[src/rtl/sram_arbiter_pkg.sv]
// sram_arbiter_pkg: shared state encoding, port indices and SRAM strobe bundle
package sram_arbiter_pkg;
  typedef enum logic [1:0] {IDLE = 2'd0, SETUP = 2'd1, ACCESS = 2'd2, HOLD = 2'd3} state_t;
  localparam logic PORT_DBG = 1'b0;
  localparam logic PORT_CPU = 1'b1;
  localparam int WAIT_DEFAULT = 3;
  typedef struct packed {
    logic ce_n;
    logic oe_n;
    logic we_n;
    logic ub_n;
    logic lb_n;
  } strobe_t;
  localparam strobe_t STB_IDLE = '1;
endpackage

[src/rtl/sram_arbiter_if.sv]
// sram_arbiter_if: one requester's handshake and bus towards the SRAM arbiter
interface sram_arbiter_if #(parameter int AW = 18) ();
  logic          req;
  logic [AW-1:0] addr;
  logic          r;
  logic [1:0]    w;
  logic [15:0]   wdata;
  logic          ack;
  modport master (output req, addr, r, w, wdata, input ack);
  modport slave (input req, addr, r, w, wdata, output ack);
endinterface

[src/rtl/sram_arbiter_rr.sv]
// sram_arbiter_rr: two-requester round-robin arbiter with a registered last-grant pointer
module sram_arbiter_rr (
  input  logic       clk,
  input  logic       reset,
  input  logic [1:0] req,
  input  logic       advance,
  output logic [1:0] grant
);
  logic last_q, last_d;
  // a tie goes to the port not served last; pointer follows the grant when taken
  always_comb begin
    grant[0] = req[0] & (~req[1] | last_q);
    grant[1] = req[1] & (~req[0] | ~last_q);
    last_d = advance ? grant[1] : last_q;
  end
  // pointer resets to "port 1 served last" so port 0 wins the first tie
  always_ff @(posedge clk) last_q <= reset ? 1'b1 : last_d;
endmodule

[src/rtl/sram_arbiter.sv]
// sram_arbiter: registered access sequencer sharing one async SRAM between debug and CPU ports
module sram_arbiter
  import sram_arbiter_pkg::*;
#(
  parameter int AW   = 18,
  parameter int WAIT = WAIT_DEFAULT
) (
  input  logic           clk,
  input  logic           reset,
  sram_arbiter_if.slave  m0,
  sram_arbiter_if.slave  m1,
  output logic [15:0]    rdata,
  output logic           grant,
  output logic           busy,
  output logic [AW-1:0]  sram_addr,
  input  logic [15:0]    sram_dq_i,
  output logic [15:0]    sram_dq_o,
  output logic           sram_dq_oe,
  output logic           sram_ce_n,
  output logic           sram_oe_n,
  output logic           sram_we_n,
  output logic           sram_ub_n,
  output logic           sram_lb_n
);
  state_t        state_q, state_d;
  logic [3:0]    cnt_q, cnt_d;
  logic          sel_q, sel_d, rd_q, rd_d;
  logic [1:0]    w_q, w_d, gnt, ack_q, ack_d;
  logic [AW-1:0] addr_q, addr_d;
  logic [15:0]   dq_o_q, dq_o_d, rdata_q, rdata_d;
  logic          dq_oe_q, dq_oe_d, busy_q, busy_d, act, wr_acc;
  strobe_t       stb_q, stb_d;

  sram_arbiter_rr u_rr (
    .clk     (clk),
    .reset   (reset),
    .req     ({m1.req, m0.req}),
    .advance (state_q == IDLE && (m0.req || m1.req)),
    .grant   (gnt)
  );

  // next state, request latch, and strobe values registered so every pin is glitch-free
  always_comb begin
    state_d = state_q;
    cnt_d   = cnt_q;
    sel_d   = sel_q;
    rd_d    = rd_q;
    w_d     = w_q;
    addr_d  = addr_q;
    dq_o_d  = dq_o_q;
    rdata_d = rdata_q;
    case (state_q)
      IDLE: if (gnt != 2'b00) begin
        sel_d   = gnt[1];
        w_d     = sel_d ? m1.w : m0.w;
        rd_d    = (sel_d ? m1.r : m0.r) && w_d == 2'b00;
        state_d = (rd_d || w_d != 2'b00) ? SETUP : HOLD;
        addr_d  = state_d == SETUP ? (sel_d ? m1.addr : m0.addr) : addr_q;
        dq_o_d  = state_d == SETUP ? (sel_d ? m1.wdata : m0.wdata) : dq_o_q;
      end
      SETUP: begin
        state_d = ACCESS;
        cnt_d   = 4'(WAIT - 1);
      end
      ACCESS: begin
        state_d = cnt_q == 4'd0 ? HOLD : ACCESS;
        cnt_d   = cnt_q - 4'd1;
        rdata_d = (cnt_q == 4'd0 && rd_q) ? sram_dq_i : rdata_q;
      end
      default: state_d = IDLE;
    endcase
    act        = state_d == SETUP || state_d == ACCESS;
    wr_acc     = state_d == ACCESS && !rd_d;
    stb_d      = STB_IDLE;
    stb_d.ce_n = !act;
    stb_d.oe_n = !(act && rd_d);
    stb_d.we_n = !wr_acc;
    stb_d.ub_n = !((act && rd_d) || (wr_acc && w_d[1]));
    stb_d.lb_n = !((act && rd_d) || (wr_acc && w_d[0]));
    dq_oe_d    = (act || state_d == HOLD) && w_d != 2'b00;
    ack_d      = {state_d == HOLD && sel_d == PORT_CPU, state_d == HOLD && sel_d == PORT_DBG};
    busy_d     = state_d != IDLE;
  end

  // state and output registers; reset aborts any access with strobes released
  always_ff @(posedge clk) begin
    if (reset) begin
      state_q <= IDLE;
      cnt_q   <= '0;
      sel_q   <= 1'b0;
      rd_q    <= 1'b0;
      w_q     <= '0;
      addr_q  <= '0;
      dq_o_q  <= '0;
      rdata_q <= '0;
      dq_oe_q <= 1'b0;
      busy_q  <= 1'b0;
      ack_q   <= '0;
      stb_q   <= STB_IDLE;
    end else begin
      state_q <= state_d;
      cnt_q   <= cnt_d;
      sel_q   <= sel_d;
      rd_q    <= rd_d;
      w_q     <= w_d;
      addr_q  <= addr_d;
      dq_o_q  <= dq_o_d;
      rdata_q <= rdata_d;
      dq_oe_q <= dq_oe_d;
      busy_q  <= busy_d;
      ack_q   <= ack_d;
      stb_q   <= stb_d;
    end
  end

  assign m0.ack     = ack_q[0];
  assign m1.ack     = ack_q[1];
  assign rdata      = rdata_q;
  assign grant      = sel_q;
  assign busy       = busy_q;
  assign sram_addr  = addr_q;
  assign sram_dq_o  = dq_o_q;
  assign sram_dq_oe = dq_oe_q;
  assign sram_ce_n  = stb_q.ce_n;
  assign sram_oe_n  = stb_q.oe_n;
  assign sram_we_n  = stb_q.we_n;
  assign sram_ub_n  = stb_q.ub_n;
  assign sram_lb_n  = stb_q.lb_n;
endmodule

[src/flat_wrapper.sv]
// flat-port wrapper written by rule: the top's interface ports become plain ports
module sram_arbiter_flat import sram_arbiter_pkg::*;
#(
  parameter int AW   = 18,
  parameter int WAIT = WAIT_DEFAULT
)
  (clk, reset, rdata, grant, busy, sram_addr, sram_dq_i, sram_dq_o, sram_dq_oe, sram_ce_n, sram_oe_n, sram_we_n, sram_ub_n, sram_lb_n, m0_req, m0_addr, m0_r, m0_w, m0_wdata, m0_ack, m1_req, m1_addr, m1_r, m1_w, m1_wdata, m1_ack);
  sram_arbiter_if #(.AW(AW)) m0_i ();
  sram_arbiter_if #(.AW(AW)) m1_i ();
  input  logic clk;
  input  logic reset;
  output logic [15:0] rdata;
  output logic grant;
  output logic busy;
  output logic [AW-1:0] sram_addr;
  input  logic [15:0] sram_dq_i;
  output logic [15:0] sram_dq_o;
  output logic sram_dq_oe;
  output logic sram_ce_n;
  output logic sram_oe_n;
  output logic sram_we_n;
  output logic sram_ub_n;
  output logic sram_lb_n;
  input wire logic [$bits(m0_i.req)-1:0] m0_req;
  input wire logic [$bits(m0_i.addr)-1:0] m0_addr;
  input wire logic [$bits(m0_i.r)-1:0] m0_r;
  input wire logic [$bits(m0_i.w)-1:0] m0_w;
  input wire logic [$bits(m0_i.wdata)-1:0] m0_wdata;
  output wire logic [$bits(m0_i.ack)-1:0] m0_ack;
  input wire logic [$bits(m1_i.req)-1:0] m1_req;
  input wire logic [$bits(m1_i.addr)-1:0] m1_addr;
  input wire logic [$bits(m1_i.r)-1:0] m1_r;
  input wire logic [$bits(m1_i.w)-1:0] m1_w;
  input wire logic [$bits(m1_i.wdata)-1:0] m1_wdata;
  output wire logic [$bits(m1_i.ack)-1:0] m1_ack;
  assign m0_i.req = m0_req;
  assign m0_i.addr = m0_addr;
  assign m0_i.r = m0_r;
  assign m0_i.w = m0_w;
  assign m0_i.wdata = m0_wdata;
  assign m0_ack = m0_i.ack;
  assign m1_i.req = m1_req;
  assign m1_i.addr = m1_addr;
  assign m1_i.r = m1_r;
  assign m1_i.w = m1_w;
  assign m1_i.wdata = m1_wdata;
  assign m1_ack = m1_i.ack;
  sram_arbiter #(.AW(AW), .WAIT(WAIT)) u_core (.clk(clk), .reset(reset), .m0(m0_i), .m1(m1_i), .rdata(rdata), .grant(grant), .busy(busy), .sram_addr(sram_addr), .sram_dq_i(sram_dq_i), .sram_dq_o(sram_dq_o), .sram_dq_oe(sram_dq_oe), .sram_ce_n(sram_ce_n), .sram_oe_n(sram_oe_n), .sram_we_n(sram_we_n), .sram_ub_n(sram_ub_n), .sram_lb_n(sram_lb_n));
endmodule
[config.mk]
export PLATFORM = sky130hd
export DESIGN_NAME = sram_arbiter_flat
export DESIGN_NICKNAME = d
export VERILOG_FILES = /design/src/rtl/sram_arbiter_pkg.sv /design/src/rtl/sram_arbiter_if.sv /design/src/rtl/sram_arbiter_rr.sv /design/src/rtl/sram_arbiter.sv /design/src/flat_wrapper.sv
export SDC_FILE = /design/constraint.sdc
export NUM_CORES = 1
export LEC_CHECK = 0
export ABC_CLOCK_PERIOD_IN_PS = 3400
export BUFFER_PORTS_ARGS = -buffer_cell sky130_fd_sc_hd__buf_2
export CAP_MARGIN = 20
export CELL_PAD_IN_SITES_DETAIL_PLACEMENT = 2
export CELL_PAD_IN_SITES_GLOBAL_PLACEMENT = 2
export CORE_MARGIN = 2
export CORE_UTILIZATION = 29
export DETAILED_ROUTE_END_ITERATION = 8
export MAX_ROUTING_LAYER = met4
export PLACE_DENSITY_LB_ADDON = 0.1
export SLEW_MARGIN = 20
export SYNTH_ARGS = -nofsm -noshare
export SYNTH_HDL_FRONTEND = slang
export SYNTH_SLANG_ARGS = --single-unit
export TNS_END_PERCENT = 50
[constraint.sdc]
create_clock -name clk -period 3.4 [get_ports clk]
set_input_delay 1.02 -clock clk [delete_from_list [all_inputs] [get_ports clk]]
set_output_delay 1.02 -clock clk [all_outputs]
set_load 0.1 [all_outputs]
# == Yosys cells after proc, flatten, opt, wreduce, memory -nomap -nowiden ==
# Cells that the tools add are included.
# classes
n_addsub,1
n_eq_ne,6
n_mux,15
bitwise,8
reduce_logical,32
# ops
operator,count
18-bit two-way mux,1
16-bit two-way mux,1
1-bit logical AND,10
2-bit two-way mux,5
2-bit nonzero test,5
4-bit one-hot mux with 2 select lines,1
"2-bit by 1-bit == test with 1-bit output, second input constant",3
"2-bit == test, second input constant",3
1-bit zero test,6
1-bit logical OR,6
1-bit two-way mux,6
2-bit one-hot mux with 3 select lines,1
2-bit zero test,2
4-bit zero test,1
1-bit NOT,4
"4-bit by 1-bit subtractor with 4-bit output, second input constant",1
3-bit AND reduction,1
1-bit bitwise AND,2
1-bit OR,2
2-bit AND reduction,1
# word_totals
regBits,70
input_bits,94
out_inout_bits,60
wordCells,79

# == Depth between registers and ports, before layout ==
# depth
word_depth,15
mapped_depth,10
mapped_depth_nobuf,9

# == Hierarchy ==
# From an unflattened synthesis, not the netlist that was laid out.
# unflattened
hier_cells,359
hier_area_um2,3352.0
# by_module_without_submodules
mod,instances,cells_each,area_per_inst_um2,seq_area_each_um2
sram_arbiter,1,353,3298.2,1381.3
sram_arbiter_rr,1,6,53.8,20.0

# == Worst setup path after synthesis ==
# No wires, ideal clock.
# synth_path
path_type,in2reg
from,input m1_req
to,register u_core.stb_q (netlist bit u_core.sram_lb_n)
setup_time_ns,0.134
arrival_time_ns,2.378
t_required_ns,3.266
path_slack_ns,0.888
stages,8
path_buffers,1
cell_sequence,o21a_1 -> clkbuf_1 -> a21oi_1 -> a21o_1 -> ha_1 -> nand2b_1 -> a211oi_1 -> a31oi_1
# synth_between
elab_chain_len,13
word_cells_on_any_way,27
cone_classes,eq/ne (2); mux (9); bitwise (4); reduce/logical (12)
# synth_lines
element,line,text
from (decl),flat_wrapper.sv:30,input wire logic [$bits(m1_i.req)-1:0] m1_req;
1-bit bitwise AND,sram_arbiter_rr.sv:13,grant[1] = req[1] & (~req[0] | ~last_q);
2-bit two-way mux,sram_arbiter.sv:55,w_d = sel_d ? m1.w : m0.w;
2-bit zero test,sram_arbiter.sv:56,rd_d = (sel_d ? m1.r : m0.r) && w_d == 2'b00;
1-bit logical AND,sram_arbiter.sv:56,
1-bit logical OR,sram_arbiter.sv:57,state_d = (rd_d || w_d != 2'b00) ? SETUP : HOLD;
2-bit two-way mux,sram_arbiter.sv:57,
2-bit two-way mux,sram_arbiter.sv:53,IDLE: if (gnt != 2'b00) begin
2-bit one-hot mux with 3 select lines,sram_arbiter.sv:52,case (state_q)
2-bit by 1-bit == test with 1-bit output or 2-bit == test (tied branches),"sram_arbiter.sv:72, sram_arbiter.sv:73",
1-bit logical OR or 1-bit logical AND (tied branches),"sram_arbiter.sv:72, sram_arbiter.sv:73",
1-bit logical AND,sram_arbiter.sv:79,stb_d.lb_n = !((act && rd_d) || (wr_acc && w_d[0]));
1-bit logical OR (*),sram_arbiter.sv:79,
1-bit zero test (*),sram_arbiter.sv:79,
to (signal assigned),sram_arbiter.sv:112,stb_q <= stb_d;
to (decl),sram_arbiter.sv:32,"strobe_t stb_q, stb_d;"
# Every way passes the cells marked *; elsewhere a longest branch is shown, timed or not.
# A chain may end at the register's enable or synchronous reset.

# == Final worst setup path ==
# Same ends and word-level chain as after synthesis.

==> impl_metrics.yaml <==
status:
  status: "completed"
critical_path:
  cpMaxStageDelayCell: "buf_4"
  end_kind: "register"
  worstPathArrival_ns: 2.69
  crit_chain: "buf_2, a21boi_4, buf_4, mux2i_1, a211oi_1, a31oi_1"
  crit_family: "compound AO/OA/AOI/OAI gates"
  cp-start-kind: "input pin"
  cp_num_buf_inv: 2
  slowest_delay_ns: 0.56
  worstSetupPathType: "input pin to register"
  cp.required_ns: 3.63
  cp_max_fo: 40
route:
  dr.pass1.iters: 4
  avgRoutedWirePerCell_um: 16.2
  via_count: 2879
  route.detailed.drc: 0
  vias_per_cell: 4.78
  drt_iter0_drc: 105
  wl_mm: 9.77
  antenna_left: 0
power_and_ir_drop:
  p_comb_share_pct: 59.6
  power_frac_clock_pct: 14.8
  leakage_uw: 0.00204
  power.density_nw_per_um2: 1050
  seqPwrFrac_pct: 25.7
  peakVddDrop_uv: 311
  intPower_uw: 2010
  switching_share_pct: 55.2
  p_switching_uw: 2480
clocking:
  clk_latency_ns: 0.35
  root_buffer: "clkbuf_8"
  tritoncts: "done"
  cts.reportedPaths.clkPinSlew_ns: 0.07
  cts_buffers: 9
  clockBufferDepth: 2
  cts.sinks: 70
  htreeDepth: 3
  cts_resized: 0
  cts_hold_repair.buffers: 0
  post_cts_buffers: 0
sta:
  finalClockSkew_ns: 0.00868
  max_slew.worst_pin.slew_ns: 0.746
  min_period_ns: 2.46
  grt_setup_unrepaired: "no"
  setup_viol: 0
  max_slew_margin_pct: 50.2
  setup_ws_ns: 0.938
  fmax_mhz: 406
  hold_viol: 0
  drv_slew: 0
  setup_tns_ns: 0
  period_share_pct: 72.4
yosys:
  synth_top_cells_by_area: "dfxtp_1 (44%), mux2i_1 (16%), a211oi_2 (12%)"
  synth.top_cell.area_share_pct: 44.0
  synth_edf_count: 0
  ys_top_cells_by_count: "dfxtp_1 (70), mux2i_1 (51), a21oi_1 (42)"
  synth_seq_area_share_pct: 44.0
  synth_cells: 310
  yosysWarnings: 0
  synth_top_cell_by_area: "dfxtp_1"
  synth.cell_area_sq_um: 3180
  synth.ff_latch_count: 70
  async_reset_ff_share_pct: 0
  synth_ff_type: "dfxtp_1"
  synth_most_common_cell: "dfxtp_1"
  synth.distinct_cells: 36
  syn-num-nets: 411
  avgSynthCellArea_sq_um: 10.3
placed_design:
  dp_cells: 587
  dp_hpwl_mm: 7.19
  gp_congestion: 0.725
  io_buffer_count: 153
  post-place-ws_ns: 0.536
finish:
  drive_gt1_share_pct: 44.8
  diodes: 0
  stdcell_count: 602
  nets: 559
  area_growth_pct: 34.4
grt:
  grt_pass1_wl_mm: 15.3
  grt_usage_pct: 17.3
  top_usage_layer: "met2"
  grt_pass1_vias: 3106
  grt_overflow: 0
  grt_max_degree: 41
  grtUsageMet1_pct: 20.1
  grt_use_met2_pct: 29.4
  grt_antenna_before_repair: 0
  grt_util_met3_pct: 4.06
die:
  dieArea_sq_um: 11800
  die_w_um: 109
  rows: 38
  start_util_pct: 29.5
  ios: 154
  die_height_um: 109
  core_sq_um: 10800
worst_hold_path:
  hold_class: "register to register"
flow_run:
  drv_cap: 0
[worst min-delay path: cells and delay by family (launching register included)]
family	cells	cell delay, ns
flip-flops	1	0.33
multiplexers	1	0.07
AND/OR/NAND/NOR	1	0.07
[registers in the layout (all words and copies together), names as in the netlist, 2 cells and up]
name,count
u_core.sram_addr,18
u_core.rdata,16
u_core.sram_dq_o,16
u_core.cnt_q,4
u_core.ack_q,2
u_core.state_q,2
u_core.w_q,2
[area by class of cell]
type	count	area [sq um]
Inverter	8	30.0
Timing Repair Buffer	162	853
Clock buffer	14	153
Tap cell	140	175
Fill cell	1222	6520
Sequential cell	70	1400
Clock inverter	1	30.0
Multi-Input combinational cell	207	1640
[logic make-up (layout without fill, tap and decap cells)]
logic type | count (synthesis) | in the layout | synth area share, %
adders and majority gates | 7 | 7 | 2.75
muxes | 53 | 53 | 16.8
DFF | 70 | 70 | 44.0
AOI/OAI and AO/OA | 94 | 94 | 23.7
buffers and inverters | 33 | 185 | 4.91
and+or+nand+nor | 53 | 53 | 7.78
[power by group through the flow]
stage	Combinational (uW)	Sequential (uW)	Clock (uW)
5_1_grt	2850	1180	731
4_1_cts	2710	1160	695
6_report	2670	1150	663
2_1_floorplan	907	2450	0
3_5_place_dp	2700	1170	0
3_3_place_gp	2650	1170	0
[stage by stage]
stage	power, uW	hold slack, ns	instance area (sq um)	util (%)
global route	4760	0.515	4280	39.6
floorplan	3360	0.448	3180	-
detailed placement	3880	0.486	4100	37.9
CTS	4570	0.505	4280	39.6
global placement	3820	0.469	4080	37.8
finish	4490	0.498	4280	39.6
[cell usage in the layout, fill, tap and decap left out, types with 2 or more instances in the layout]
master / synthesis / final
nand2_1: 4 / 4
nor3_1: 3 / 3
a211oi_1: 5 / 5
a21o_1: 4 / 4
nor2_1: 32 / 32
o21ai_1: 2 / 2
a31oi_1: 3 / 3
buf_4: 3 / 7
clkbuf_8: 0 / 10
buf_2: 5 / 153
clkbuf_1: 15 / 4
mux2i_1: 51 / 51
ha_1: 7 / 7
nor2b_1: 2 / 2
nand2b_1: 3 / 3
inv_1: 8 / 8
a211oi_2: 30 / 30
nor3b_1: 3 / 3
dfxtp_1: 70 / 70
a21oi_1: 42 / 42
[metal layers]
metal / wire (um) / share of wire, % / up-vias
met5: 0 / 0 / -
met4: 96 / 0.98 / 0
met3: 604 / 6.2 / 8
met2: 4830 / 49 / 94
met1: 4240 / 43 / 1371
li1: - / - / 1406
[worst paths after layout]
path	start	cells after the start	slack, ns	endpoint
max	m1_req	6	0.94	u_core.sram_lb_n$_SDFF_PP1_
min	u_core.rdata[9]$_SDFFE_PP0P_	2	0.50	u_core.rdata[9]$_SDFFE_PP0P_
max reg2reg	u_core.state_q[0]$_SDFF_PP0_	7	1.16	u_core.sram_addr[0]$_SDFFE_PP0P_
min reg2reg	u_core.rdata[9]$_SDFFE_PP0P_	2	0.50	u_core.rdata[9]$_SDFFE_PP0P_
(Power assumes the default switching activity.)
